==> config.mk <==
export PLATFORM = sky130hd
export DESIGN_NAME = mem_stage
export DESIGN_NICKNAME = d
export VERILOG_FILES = /design/src/rtl/mycpu_pkg.sv /design/src/rtl/mem_load_ext.sv /design/src/rtl/mem_stage.sv
export SDC_FILE = /design/constraint.sdc
export NUM_CORES = 1
export LEC_CHECK = 0
export BUFFER_PORTS_ARGS = -buffer_cell sky130_fd_sc_hd__buf_2
export CELL_PAD_IN_SITES_DETAIL_PLACEMENT = 0
export CELL_PAD_IN_SITES_GLOBAL_PLACEMENT = 1
export CORE_MARGIN = 2
export CORE_UTILIZATION = 25
export DETAILED_ROUTE_END_ITERATION = 10
export GPL_TIMING_DRIVEN = 1
export PLACE_DENSITY_LB_ADDON = 0.1
export SYNTH_ARGS = -nofsm -noshare
export SYNTH_HDL_FRONTEND = slang
export SYNTH_SLANG_ARGS = --single-unit
export TNS_END_PERCENT = 50
==> constraint.sdc <==
create_clock -name clk -period 2.55 [get_ports clk]
set_clock_uncertainty 0.05 [all_clocks]
set_input_delay 0.255 -clock clk [delete_from_list [all_inputs] [get_ports clk]]
set_output_delay 0.255 -clock clk [all_outputs]
set_load 0.02 [all_outputs]
==> src/rtl/mycpu_pkg.sv <==
// rtl/mycpu_pkg.sv - shared bus widths, ld_op bit indices and MEM slot state encoding
package mycpu_pkg;

  localparam int EX_MEM_W = 213;
  localparam int MEM_WB_W = 207;
  localparam int FWD_W    = 39;

  localparam int LD_B  = 4;
  localparam int LD_BU = 3;
  localparam int LD_H  = 2;
  localparam int LD_HU = 1;
  localparam int LD_W  = 0;

  // EX_to_MEM_bus = {ld_op[4:0], req_sent, wb_fields[206:0]}
  localparam int LD_OP_LSB    = 208;
  localparam int REQ_SENT_BIT = 207;

  // wb_fields positions that the forwarding bus taps
  localparam int WB_GR_WE_BIT = 38;
  localparam int WB_DEST_LSB  = 33;

  typedef enum logic [1:0] {
    MEM_EMPTY = 2'd0,
    MEM_WAIT  = 2'd1,
    MEM_READY = 2'd2
  } mem_state_e;

endpackage

==> src/rtl/mem_load_ext.sv <==
// rtl/mem_load_ext.sv - byte/half/word select and sign/zero extension of load data
module mem_load_ext
  import mycpu_pkg::*;
(
  input  logic [4:0]  ld_op_i,
  input  logic [1:0]  addr_i,
  input  logic [31:0] rdata_i,
  output logic [31:0] data_o
);

  logic [7:0]  byte_sel;
  logic [15:0] half_sel;

  always_comb begin
    case (addr_i)
      2'd0:    byte_sel = rdata_i[7:0];
      2'd1:    byte_sel = rdata_i[15:8];
      2'd2:    byte_sel = rdata_i[23:16];
      default: byte_sel = rdata_i[31:24];
    endcase
    half_sel = addr_i[1] ? rdata_i[31:16] : rdata_i[15:0];
  end

  always_comb begin
    data_o = rdata_i;
    if (ld_op_i[LD_B])       data_o = {{24{byte_sel[7]}}, byte_sel};
    else if (ld_op_i[LD_BU]) data_o = {24'd0, byte_sel};
    else if (ld_op_i[LD_H])  data_o = {{16{half_sel[15]}}, half_sel};
    else if (ld_op_i[LD_HU]) data_o = {16'd0, half_sel};
    else if (ld_op_i[LD_W])  data_o = rdata_i;
  end

endmodule

==> src/rtl/mem_stage.sv <==
// rtl/mem_stage.sv - MEM pipeline stage with load wait/cancel; MEM_LOAD_BUF_EN adds ld_buf for WB stalls
module mem_stage
  import mycpu_pkg::*;
#(
  parameter int CNT_W = 2
) (
  input  logic                clk,
  input  logic                resetn,
  input  logic                EX_to_MEM_valid,
  input  logic [EX_MEM_W-1:0] EX_to_MEM_bus,
  output logic                MEM_allowin,
  input  logic                WB_allowin,
  output logic                MEM_to_WB_valid,
  output logic [MEM_WB_W-1:0] MEM_to_WB_bus,
  output logic                out_MEM_valid,
  output logic [FWD_W-1:0]    MEM_fwd_bus,
  input  logic                exec_flush,
  input  logic                data_sram_req,
  input  logic                data_sram_addr_ok,
  input  logic                data_sram_data_ok,
  input  logic [31:0]         data_sram_rdata
);

  mem_state_e          state_q, state_d;
  logic [MEM_WB_W-1:0] fields_q;
  logic [4:0]          ld_op_q;
  logic                req_sent_q;
  logic [CNT_W-1:0]    outstanding_q, outstanding_d;
  logic [CNT_W-1:0]    cancel_q, cancel_d;

  logic [4:0]  in_ld_op;
  logic        in_req_sent;
  logic        mem_valid, is_load, data_ok_acc, ready_go, handover, req_acc;
  logic [31:0] ld_raw, ld_ext, wdata;

  assign in_ld_op    = EX_to_MEM_bus[LD_OP_LSB +: 5];
  assign in_req_sent = EX_to_MEM_bus[REQ_SENT_BIT];

  assign mem_valid   = (state_q != MEM_EMPTY);
  assign is_load     = (|ld_op_q) & req_sent_q;
  assign req_acc     = data_sram_req & data_sram_addr_ok;
  // Responses are discarded while earlier killed requests are still draining.
  assign data_ok_acc = data_sram_data_ok & (cancel_q == '0);
  assign ready_go    = (state_q == MEM_READY) | ((state_q == MEM_WAIT) & data_ok_acc);

  assign MEM_allowin     = !mem_valid | (ready_go & WB_allowin);
  assign MEM_to_WB_valid = mem_valid & ready_go & !exec_flush;
  assign handover        = MEM_allowin & EX_to_MEM_valid & !exec_flush;

  always_comb begin
    outstanding_d = outstanding_q;
    if (req_acc & !data_sram_data_ok)      outstanding_d = outstanding_q + CNT_W'(1);
    else if (!req_acc & data_sram_data_ok) outstanding_d = outstanding_q - CNT_W'(1);

    cancel_d = cancel_q;
    if (exec_flush)                                cancel_d = outstanding_d;
    else if (data_sram_data_ok & (cancel_q != '0)) cancel_d = cancel_q - CNT_W'(1);
  end

  always_comb begin
    state_d = state_q;
    if (exec_flush)       state_d = MEM_EMPTY;
    else if (handover)    state_d = ((|in_ld_op) & in_req_sent) ? MEM_WAIT : MEM_READY;
    else if (MEM_allowin) state_d = MEM_EMPTY;
`ifdef MEM_LOAD_BUF_EN
    else if ((state_q == MEM_WAIT) & data_ok_acc) state_d = MEM_READY;
`endif
  end

  always_ff @(posedge clk or negedge resetn) begin
    if (!resetn) begin
      state_q       <= MEM_EMPTY;
      fields_q      <= '0;
      ld_op_q       <= '0;
      req_sent_q    <= 1'b0;
      outstanding_q <= '0;
      cancel_q      <= '0;
    end else begin
      state_q       <= state_d;
      outstanding_q <= outstanding_d;
      cancel_q      <= cancel_d;
      if (handover) begin
        fields_q   <= EX_to_MEM_bus[MEM_WB_W-1:0];
        ld_op_q    <= in_ld_op;
        req_sent_q <= in_req_sent;
      end
    end
  end

`ifdef MEM_LOAD_BUF_EN
  logic [31:0] ld_buf_q;

  always_ff @(posedge clk or negedge resetn) begin
    if (!resetn) begin
      ld_buf_q <= '0;
    end else if ((state_q == MEM_WAIT) & data_ok_acc) begin
      ld_buf_q <= data_sram_rdata;
    end
  end

  assign ld_raw = (state_q == MEM_WAIT) ? data_sram_rdata : ld_buf_q;
`else
  assign ld_raw = data_sram_rdata;

  // Without ld_buf a returning load must leave in its data_ok cycle.
  assert property (@(posedge clk) disable iff (!resetn)
    !((state_q == MEM_WAIT) && data_ok_acc && !WB_allowin));
`endif

  mem_load_ext u_load_ext (
    .ld_op_i (ld_op_q),
    .addr_i  (fields_q[1:0]),
    .rdata_i (ld_raw),
    .data_o  (ld_ext)
  );

  assign wdata         = is_load ? ld_ext : fields_q[31:0];
  assign MEM_to_WB_bus = {fields_q[MEM_WB_W-1:32], wdata};
  assign out_MEM_valid = mem_valid;
  assign MEM_fwd_bus   = {mem_valid & fields_q[WB_GR_WE_BIT], fields_q[WB_DEST_LSB +: 5],
                          wdata, mem_valid & (state_q == MEM_WAIT)};

endmodule

# Word-level counts from Yosys, hierarchy flattened
# Index checks and enable logic that the tools add are counted.
# Widths: inputs -> output; s select.
op_classes:
  add_sub_neg: 3
  n_eq_ne: 4
  muxes: 15
  bitwise: 17
  n_reduce_logical: 12
ops:
  columns: ["cell", "n"]
  rows:
  - ["$mux 32", 5]
  - ["$pmux 8 s3", 1]
  - ["$mux 16", 1]
  - ["$mux 2", 8]
  - ["$and 1x1->1", 15]
  - ["$reduce_or 5->1", 2]
  - ["$reduce_bool 2->1", 3]
  - ["$eq 2x1->1 const B", 2]
  - ["$eq 2x2->1 const B", 2]
  - ["$logic_not 1->1", 4]
  - ["$logic_not 2->1", 2]
  - ["$sub 2x1->2 const B", 2]
  - ["$reduce_bool 3->1", 1]
  - ["$add 2x1->2 const B", 1]
  - ["$or 1x1->1", 2]
totals:
  register_bits: 219
  inputBits: 253
  out_inout_bits: 249
  word_cells: 57

# Logic depth before layout (Yosys ltp)
# Gate-level depths: netlist of run 1.
depth:
  depth_word: 10
  mapped_depth: 8

# Cells and area by module
# From an unflattened synthesis of run 1, not the netlist that was laid out.
hier_totals:
  cells_unflattened: 865
  area_unflattened_um2: 11013.1
modules_own_cells:
  columns: ["mod", "instances", "cells_each", "area_per_inst_um2", "seq_area_each_um2"]
  rows:
  - ["mem_stage", 1, 741, 10299.9, 5480.3]
  - ["mem_load_ext", 1, 124, 713.2, 0.0]

# Worst setup path after synthesis of run 1
# Ideal clock, no wire load.
synth_path:
  path_kind: "register to output"
  startpoint: "register ld_op_q[1]"
  endpoint: "output port MEM_to_WB_bus[0]"
  arrival_time_ps: 2171
  t_required_ps: 2245
  path_slack_ps: 74
  stages_incl_launch_ff: 7
  cell_sequence: "dfrtp_1 nor4_2 a21oi_1 buf_2 clkbuf_1 a31oi_1 buf_4"
synth_between:
  elab_chain_len: 5
  word_cells_on_any_way: 7
synth_rtl:
  columns: ["element", "line_no", "text"]
  rows:
  - ["start, declared", "mem_stage.sv:26", "logic [4:0] ld_op_q;"]
  - ["start signal, assigned", "mem_stage.sv:84", "ld_op_q <= in_ld_op;"]
  - ["$mux 32", "mem_load_ext.sv:29", "else if (ld_op_i[LD_HU]) data_o = {16'd0, half_sel};"]
  - ["$mux 32", "mem_load_ext.sv:28", "else if (ld_op_i[LD_H]) data_o = {{16{half_sel[15]}}, half_sel};"]
  - ["$mux 32", "mem_load_ext.sv:27", "else if (ld_op_i[LD_BU]) data_o = {24'd0, byte_sel};"]
  - ["$mux 32", "mem_load_ext.sv:26", "if (ld_op_i[LD_B]) data_o = {{24{byte_sel[7]}}, byte_sel};"]
  - ["$mux 32 *", "mem_stage.sv:117", "assign wdata = is_load ? ld_ext : fields_q[31:0];"]
  - ["end, declared", "mem_stage.sv:14", "output logic [MEM_WB_W-1:0] MEM_to_WB_bus,"]
# Every way passes the cells marked *; elsewhere a longest branch is shown, timed or not.

# Worst setup path in the final report of run 1
layout_path:
  startpoint: "register fields_q[1]"
  endpoint: "output port MEM_to_WB_bus[28]"
layout_between:
  elab_chain_len: 5
  word_cells_on_any_way: 9
layout_rtl:
  columns: ["element", "line_no", "text"]
  rows:
  - ["start, declared", "mem_stage.sv:25", "logic [MEM_WB_W-1:0] fields_q;"]
  - ["start signal, assigned", "mem_stage.sv:83", "fields_q <= EX_to_MEM_bus[MEM_WB_W-1:0];"]
  - ["$mux 16", "mem_load_ext.sv:21", "half_sel = addr_i[1] ? rdata_i[31:16] : rdata_i[15:0];"]
  - ["$mux 32", "mem_load_ext.sv:28", null]
  - ["$mux 32", "mem_load_ext.sv:27", null]
  - ["$mux 32 *", "mem_load_ext.sv:26", null]
  - ["$mux 32 *", "mem_stage.sv:117", null]
# Marks and branches as above.

==> impl_metrics.json, run 1 <==
{
  "status": "finished, violations left",
  "fin_tns_setup_ns": -9.71,
  "total_power_mw": 14.0,
  "grt_overflow": 0,
  "clock-sinks": 219,
  "holdCritPathClass": "in -> reg",
  "cap_violations": 0,
  "ys_types": 35,
  "clkSlewWorstSetupHoldPaths_ns": 0.05,
  "rsz0062_at_grt": "true",
  "fp.dieH_um": 211,
  "crit_chain": "mux4_2, a221o_1, a31oi_4, buf_12, buf_12, a21oi_1, buf_2",
  "yosys_warnings": 0,
  "cts_tree": "built",
  "grt_max_degree": 61,
  "dr.first_iter.drc_count": 222,
  "syn_area_per_cell_um2": 12.5,
  "core_area_mm2": 0.0422,
  "seq_area_mm2": 0.00548,
  "insertedDiodeCount": 0,
  "tightest_slew_ns": 0.558,
  "synth_ff_type": "dfrtp_1",
  "path_class": "reg -> out",
  "grt_antenna_before_repair": 0,
  "cts-root-buf": "clkbuf_16",
  "cts_inserted_buffers": 28,
  "vias": 8143,
  "die_area_mm2": 0.0447,
  "final-max-slew-violation-count": 0,
  "slew_headroom": 0.628,
  "ys_seq_area_frac": 0.510,
  "synth_top_area_share": 0.510,
  "n_fill_cell": 4316,
  "violations": "negative setup slack",
  "synth.largest_area_cell": "dfrtp_1",
  "cellPowerDensity_mw_per_mm2": 873,
  "max_freq_mhz": 354,
  "fin_util": 0.379,
  "drive_gt1_frac": 0.591,
  "ys_top_cells_by_area": "dfrtp_1 (51%), mux2_2 (23%), buf_4 (15%)",
  "cp_top_family": "compound AO/OA/AOI/OAI gates",
  "grt_pass1_wl_um": 52100,
  "ys_ff_latch": 219,
  "grt_usage": 0.151,
  "cpMostUsedCell": "buf_12",
  "detail-route-antenna-nets": 0,
  "critPathBufInv": 3,
  "critPathArrivalTime_ns": 2.52,
  "syn_area_mm2": 0.0107,
  "cp_slowest_cell": "mux4_2",
  "cp-start-kind": "register",
  "wl_um": 34700,
  "fin_crit_ns": 2.83,
  "ios": 502,
  "place_ws_ns": 0.294,
  "critical_path_peak_fanout": 7,
  "clockBufferDepth": 3,
  "finalHoldViolCount": 0,
  "vias_per_cell": 4.17,
  "p_leak_nw": 7.52,
  "firstDrtPassIters": 4,
  "syn_nets": 1111,
  "io_buffer_count": 501,
  "drcViolationCount": 0,
  "min_period_over_period": 1.11,
  "setup_violations": 48,
  "ir_drop_v": 0.000471,
  "fin_cells": 1953,
  "grt_pass1_vias": 8898,
  "cpPeakStageDelay_ns": 0.54,
  "clock_latency_ns": 0.52,
  "layout_common_cells": "buf_2 (479), mux2_2 (223), dlygate4sd3_1 (219)",
  "synthArstFlopShare": 1.00,
  "rows": 75,
  "area_growth_syn_to_layout_pct": 48.7,
  "synth_edf_count": 0,
  "die_w_um": 211,
  "initial_core_util": 0.255,
  "dp_cells": 1682,
  "multi_input_area_mm2": 0.00362,
  "place_hpwl_um": 26700,
  "worstPathRequired_ns": 2.25,
  "setup_slack_ns": -0.277,
  "gp_congestion": 0.820,
  "end_kind": "output pin",
  "synthCells": 857,
  "nets": 1652,
  "cts-htree-levels": 1,
  "wl_per_cell_um": 17.8,
  "final_common_cell": "buf_2"
}
area by class of cell:
type                       count  area share
clock buffer                  45      0.0548
clock inverter                 1    0.000548
inverter                       5     0.00117
multi-input combinational    385       0.227
sequential                   219       0.343
tap                          539      0.0422
timing repair buffer         759       0.332
final timing paths:
kind                                              endpoint  slack (ns)  cells after the start                       start
worst min-delay path                state_q[1]$_DFFE_PN0P_        0.09                      4                  WB_allowin
worst min register to register  outstanding_q[1]$_DFF_PN0_        0.43                      1  outstanding_q[1]$_DFF_PN0_
worst max-delay path                     MEM_to_WB_bus[28]       -0.28                      7     fields_q[1]$_DFFE_PN0P_
max in group asynchronous         fields_q[95]$_DFFE_PN0P_        1.53                      3                      resetn
worst max register to register    fields_q[79]$_DFFE_PN0P_        0.36                      8     cancel_q[0]$_DFFE_PN0P_
min in group asynchronous         fields_q[36]$_DFFE_PN0P_        0.23                      2                      resetn
synthesized netlist by cell type, drive strengths merged (2+ instances only):
master / number
o22a: 8
nand3: 3
o21ai: 6
nand2: 52
mux4: 7
or2: 2
mux2i: 2
xnor2: 3
dfrtp: 219
buf: 240
mux2: 223
a21oi: 32
nor2: 25
a31oi: 8
inv: 5
clkbuf: 8
state kept, by name, summed over array words and instances, names as in the netlist:
| signal | count |
|---|---|
| cancel_q | 2 |
| fields_q | 207 |
| ld_op_q | 5 |
| outstanding_q | 2 |
| req_sent_q | 1 |
| state_q | 2 |
what timing repair did:
action / 4_1_cts / 5_1_grt
endpoints found under the hold margin: 270 / 0
setup buffers: 2 / 3
pin swaps: 3 / 0
hold buffers: 219 / 0
endpoints found under the setup margin: 62 / 64
gates resized for setup: 17 / 49
cloned: 0 / 1
kinds of logic after synthesis:
group	after synthesis	synth area share
AND/OR/NAND/NOR	90	0.0355
buffers and inverters	253	0.167
XOR/XNOR	4	0.00326
adder cells (fa/ha/maj)	1	0.00116
flip-flops	219	0.510
multiplexers	232	0.250
AO/OA/AOI/OAI	58	0.0334
routing by layer:
metal,track usage,wire length (µm)
met3,0.0355,2340
met4,0.0379,637
met2,0.285,18600
met1,0.169,13200
met5,0,0
power breakdown:
group	switching [mW]	leakage, nW	internal, mW
sequential	0.424	2.57	4.28
combinational	3.08	4.51	2.40
clock	1.46	0.434	2.31
worst register-to-register path, cell delays in order (launching register included):
cell      delay (ns)
dfrtp_1         0.32
inv_1           0.06
ha_1            0.22
nand4b_1        0.14
o21ai_1         0.14
nand3b_1        0.23
buf_12          0.25
buf_4           0.30
mux2_2          0.37
stage by stage:
step	cell area (µm²)	hold WS (ns)
2_1_floorplan	10700	-0.0906
3_3_place_gp	12600	0.208
3_5_place_dp	12600	0.209
4_1_cts	15700	0.0534
5_1_grt	16000	0.106
6_report	16000	0.0917
(Power assumes the default switching activity.)
==> run 2: changes to the inputs <==
--- a/config.mk
+++ b/config.mk
@@ -13,6 +13,7 @@
 export DETAILED_ROUTE_END_ITERATION = 10
 export GPL_TIMING_DRIVEN = 1
 export PLACE_DENSITY_LB_ADDON = 0.1
+export RECOVER_POWER = 50
 export SYNTH_ARGS = -nofsm -noshare
 export SYNTH_HDL_FRONTEND = slang
 export SYNTH_SLANG_ARGS = --single-unit
==> run 2 against run 1 <==
Effect of this change: the flow finishes with violations (max-capacitance violations, max-slew violations, negative setup slack); register-to-register slack hardly changed; wire length rose by 0.13%; die area stayed put; sequential share of layout area grew 0.37 points; worst hold slack better by 0.0055 ns; via count grew 0.20%; sequential power hardly changed; first-iteration DRC count increased by 3.6%; critical path type unchanged; critical endpoint unchanged; largest power group unchanged.
==> impl_metrics.json, run 2 (synthesized netlist as in run 1, its figures left out) <==
{
  "status": "finished, violations left",
  "violations": "max-capacitance violations, max-slew violations, negative setup slack",
  "core_area_mm2": 0.0422,
  "ios": 502,
  "fin_cells": 1953,
  "n_fill_cell": 4354,
  "p_leak_nw": 7.24,
  "dp_cells": 1682,
  "end_kind": "output pin",
  "use_met1": 0.169,
  "clock-sinks": 219,
  "place_ws_ns": 0.294,
  "grt_use_met3": 0.0355,
  "firstDrtPassIters": 4,
  "cts-root-buf": "clkbuf_16",
  "grt_usage": 0.151,
  "reg_top3": "fields_q: 207 flops, ld_op_q: 5 flops",
  "vias": 8159,
  "dr.first_iter.drc_count": 230,
  "critPathArrivalTime_ns": 2.53,
  "cp-start-kind": "register",
  "io_buffer_count": 501,
  "setup_slack_ns": -0.281,
  "gp_congestion": 0.820,
  "die_area_mm2": 0.0447,
  "area_growth_syn_to_layout_pct": 47.1,
  "grtUsageMet2": 0.285,
  "nets": 1652,
  "grt_max_degree": 61,
  "max_freq_mhz": 353,
  "top_register": "fields_q",
  "busiest_layer": "met2",
  "total_power_mw": 13.9,
  "place_area_mm2": 0.0126,
  "holdCritPathClass": "in -> reg",
  "cts_inserted_buffers": 28,
  "cts-htree-levels": 1,
  "grt_pass1_wl_um": 52100,
  "clockBufferDepth": 3,
  "largest_reg_flops": 207,
  "rsz0062_at_grt": "true",
  "setup_violations": 48,
  "insertedDiodeCount": 0,
  "wl_um": 34800,
  "clock_latency_ns": 0.53,
  "cts_tree": "built",
  "drive_gt1_frac": 0.526,
  "grt_overflow": 0,
  "wl_per_cell_um": 17.8,
  "rows": 75,
  "critical_path_peak_fanout": 7,
  "final_area_mm2": 0.0158,
  "tightest_slew_ns": 1.72,
  "slew_headroom": -0.146,
  "path_class": "reg -> out",
  "cellPowerDensity_mw_per_mm2": 877,
  "initial_core_util": 0.255,
  "cap_violations": 1,
  "drcViolationCount": 0,
  "worstPathRequired_ns": 2.25,
  "multi_input_area_mm2": 0.00362,
  "ir_drop_v": 0.000473,
  "grt_pass1_vias": 8898,
  "detail-route-antenna-nets": 0,
  "fin_tns_setup_ns": -9.77,
  "fp.dieH_um": 211,
  "vias_per_cell": 4.18,
  "clkSlewWorstSetupHoldPaths_ns": 0.05,
  "layout_common_cells": "buf_2 (388), mux2_2 (223), dlygate4sd3_1 (219)",
  "fin_util": 0.374,
  "whs_ns": 0.0972,
  "final-max-slew-violation-count": 61,
  "place_hpwl_um": 26700,
  "seq_area_mm2": 0.00548,
  "min_period_over_period": 1.11,
  "finalHoldViolCount": 0,
  "fin_crit_ns": 2.83,
  "grt_antenna_before_repair": 0,
  "final_common_cell": "buf_2",
  "die_w_um": 211
}
## run 2: cell count changes in the layout (fill, tap and decap cells not counted)
cell,before,now
buf_12,13,10
buf_2,479,388
clkbuf_4,0,3
clkbuf_1,7,98
clkbuf_2,0,5
buf_4,28,24
buf_8,1,0
## run 2: what timing repair did
item                       4_1_cts  5_1_grt
hold endpoints to repair       270        0
resized for setup               17       49
hold buffers                   219        0
buffers inserted                 2        3
cloned                           0        1
setup endpoints to repair       62       64
pin swaps                        3        0
## run 2: worst paths after layout
kind	from	slack, ns	to	cells after the start
min in group asynchronous	resetn	0.66	fields_q[36]$_DFFE_PN0P_	2
max	fields_q[1]$_DFFE_PN0P_	-0.28	MEM_to_WB_bus[28]	7
min reg2reg	outstanding_q[1]$_DFF_PN0_	0.43	outstanding_q[1]$_DFF_PN0_	1
min	WB_allowin	0.1	state_q[1]$_DFFE_PN0P_	4
max reg2reg	cancel_q[0]$_DFFE_PN0P_	0.36	fields_q[79]$_DFFE_PN0P_	8
max in group asynchronous	resetn	0.30	fields_q[167]$_DFFE_PN0P_	3
## run 2: final cells by class
| cell class | instances | share of cell area |
|---|---|---|
| Clock buffer | 45 | 0.0554 |
| Clock inverter | 1 | 0.000554 |
| Sequential cell | 219 | 0.347 |
| Tap cell | 539 | 0.0426 |
| Multi-Input combinational cell | 385 | 0.229 |
| Timing Repair Buffer | 759 | 0.324 |
| Inverter | 5 | 0.00119 |
## run 2: power breakdown
group          internal, mW  switching [mW]  total [mW]
sequential             4.28           0.434        4.72
combinational          2.30            3.08        5.38
clock                  2.31            1.46        3.77
## run 2: worst max-delay path, cell delays in order, from the launching register on
cell     delay, ns
dfrtp_1       0.37
mux4_2        0.54
a221o_1       0.36
a31oi_4       0.18
buf_12        0.14
buf_12        0.11
a21oi_1       0.10
buf_2         0.18
## run 2: per-layer routing
metal | vias to the layer above | share of wire
li1 | 3779 | -
met1 | 4042 | 0.38
met2 | 296 | 0.53
met3 | 42 | 0.066
met4 | 0 | 0.019
met5 | - | 0
==> run 3: changes to the inputs <==
--- a/config.mk
+++ b/config.mk
@@ -6,13 +6,10 @@
 export NUM_CORES = 1
 export LEC_CHECK = 0
 export BUFFER_PORTS_ARGS = -buffer_cell sky130_fd_sc_hd__buf_2
-export CELL_PAD_IN_SITES_DETAIL_PLACEMENT = 0
-export CELL_PAD_IN_SITES_GLOBAL_PLACEMENT = 1
 export CORE_MARGIN = 2
 export CORE_UTILIZATION = 25
 export DETAILED_ROUTE_END_ITERATION = 10
 export GPL_TIMING_DRIVEN = 1
-export PLACE_DENSITY_LB_ADDON = 0.1
 export RECOVER_POWER = 50
 export SYNTH_ARGS = -nofsm -noshare
 export SYNTH_HDL_FRONTEND = slang
==> run 3 against run 2 <==
Effect of this change: the run still ends with max-capacitance violations, max-slew violations, negative setup slack left; sequential share of layout area up 0.80 points; register-to-register slack barely moved; critical path type unchanged; final cell count is 0.56% lower; largest cell class unchanged; critical path depth is 1 lower; highest routed layer unchanged.
==> impl_metrics.json, run 3 (synthesized netlist as in run 1, its figures left out) <==
{
  "final-max-slew-violation-count": 66,
  "fin_util": 0.366,
  "cellPowerDensity_mw_per_mm2": 874,
  "layout_common_cells": "buf_2 (408), mux2_2 (223), dlygate4sd3_1 (219)",
  "wl_um": 31900,
  "clock_latency_ns": 0.56,
  "min_path_cells": 3,
  "critical_path_peak_fanout": 16,
  "max_freq_mhz": 357,
  "gp_congestion": 0.858,
  "initial_core_util": 0.255,
  "largest_reg_flops": 207,
  "final_area_mm2": 0.0155,
  "tightest_slew_ns": 1.71,
  "place_hpwl_um": 22700,
  "vias_per_cell": 4.25,
  "seq_area_mm2": 0.00548,
  "clock-sinks": 219,
  "grt_max_degree": 66,
  "area_growth_syn_to_layout_pct": 43.8,
  "drive_gt1_frac": 0.518,
  "grt_overflow": 0,
  "firstDrtPassIters": 4,
  "place_area_mm2": 0.0125,
  "multi_input_area_mm2": 0.00354,
  "grt_pass1_wl_um": 47500,
  "worstPathRequired_ns": 2.25,
  "cp_slowest_cell": "mux4_2",
  "ir_drop_v": 0.000691,
  "cap_violations": 1,
  "ios": 502,
  "finalHoldViolCount": 0,
  "final_common_cell": "buf_2",
  "path_class": "reg -> out",
  "crit_chain": "mux4_2, a221o_1, a31oi_4, buf_12, a21oi_1, buf_2",
  "slew_headroom": -0.141,
  "end_kind": "output pin",
  "rsz0062_at_grt": "true",
  "p_leak_nw": 7.10,
  "grt_usage": 0.135,
  "cts-root-buf": "clkbuf_16",
  "fin_crit_ns": 2.80,
  "cp-start-kind": "register",
  "top_register": "fields_q",
  "violations": "max-capacitance violations, max-slew violations, negative setup slack",
  "drcViolationCount": 0,
  "place_ws_ns": 0.325,
  "dr.first_iter.drc_count": 368,
  "grt_pass1_vias": 8924,
  "core_area_mm2": 0.0422,
  "fp.dieH_um": 211,
  "die_w_um": 211,
  "cts_inserted_buffers": 27,
  "vias": 8260,
  "min_to": "outstanding_q[1]$_DFF_PN0_",
  "status": "finished, violations left",
  "min_period_over_period": 1.10,
  "detail-route-antenna-nets": 0,
  "grt_antenna_before_repair": 1,
  "setup_slack_ns": -0.253,
  "cts-htree-levels": 1,
  "reg2reg_depth": 8,
  "reg2reg_slack_ns": 0.36,
  "rows": 75,
  "cts_tree": "built",
  "min_from": "data_sram_data_ok",
  "setup_violations": 52,
  "holdCritPathClass": "in -> reg",
  "cpPeakStageDelay_ns": 0.55,
  "clockBufferDepth": 3,
  "io_buffer_count": 501,
  "clkSlewWorstSetupHoldPaths_ns": 0.06,
  "n_fill_cell": 4090,
  "r2r_end": "fields_q[185]$_DFFE_PN0P_",
  "die_area_mm2": 0.0447,
  "nets": 1635,
  "wl_per_cell_um": 16.4,
  "timing.rr.start": "cancel_q[0]$_DFFE_PN0P_",
  "reg_top3": "fields_q: 207 flops, ld_op_q: 5 flops",
  "critPathArrivalTime_ns": 2.50
}
==> run 3: cell count changes in the layout (fill, tap and decap cells not counted), sizes merged <==
cell,previous run,this run
clkinvlp,0,3
diode,0,1
clkinv,1,9
clkbuf,145,131
buf,440,429
inv,5,7
==> run 3: power breakdown <==
part           leakage (nW)  total, mW  switching (mW)  internal [mW]
Clock                 0.443       3.75            1.57           2.18
Combinational          4.09       5.01            2.97           2.05
Sequential             2.57       4.74           0.464           4.28
Total                  7.10       13.5            5.00           8.51
==> run 3: how the worst max path moves through the flow <==
stage	end	start	slack, ns	cells after the start
6_report	MEM_to_WB_bus[30]	fields_q[1]$_DFFE_PN0P_	-0.25	6
5_1_grt	MEM_to_WB_bus[30]	fields_q[1]$_DFFE_PN0P_	-0.33	6
4_1_cts	MEM_fwd_bus[17]	fields_q[1]$_DFFE_PN0P_	-0.27	6
3_5_place_dp	MEM_to_WB_bus[17]	fields_q[1]$_DFFE_PN0P_	0.33	6
3_3_place_gp	MEM_fwd_bus[18]	fields_q[1]$_DFFE_PN0P_	0.35	6
2_1_floorplan	MEM_to_WB_bus[0]	ld_op_q[1]$_DFFE_PN0P_	0.07	6
==> run 3: cell type report <==
cell class	count	area share
antenna	1	0.000162
clock buffer	36	0.0511
clock inverter	14	0.00640
inverter	5	0.00121
multi-input combinational	385	0.229
sequential	219	0.355
tap	539	0.0436
timing repair buffer	743	0.314
==> run 3: timing repair <==
action | in CTS | in global routing
resized for setup | 8 | 5
endpoints found under the hold margin | 278 | 0
setup buffers | 0 | 0
pin swaps | 3 | 0
endpoints found under the setup margin | 58 | 64
hold buffers | 219 | 0
==> run 3: critical path, delay by kind of cell, from the launching register on <==
family | cells | cell delay [ns]
compound gates | 3 | 0.67
mux | 1 | 0.55
flops | 1 | 0.37
buf+inv | 2 | 0.35
==> run 3: per-stage QoR <==
| stage | setup TNS, ns | cells | total power, mW | hold slack [ns] |
|---|---|---|---|---|
| after floorplan | 0 | 857 | 8.83 | -0.0906 |
| after global placement | 0 | 1672 | 9.47 | 0.196 |
| after detailed placement | 0 | 1672 | 9.55 | 0.209 |
| after CTS | -10.77 | 1941 | 13.7 | 0.0295 |
| after global routing | -23.93 | 1942 | 14.2 | 0.0581 |
| final | -9.78 | 1942 | 13.5 | 0.0726 |
==> run 3: layer usage <==
| metal | wire (µm) | global-route usage |
|---|---|---|
| met1 | 11500 | 0.144 |
| met2 | 16100 | 0.242 |
| met3 | 2260 | 0.0325 |
| met4 | 2030 | 0.0826 |
| met5 | 0 | 0 |
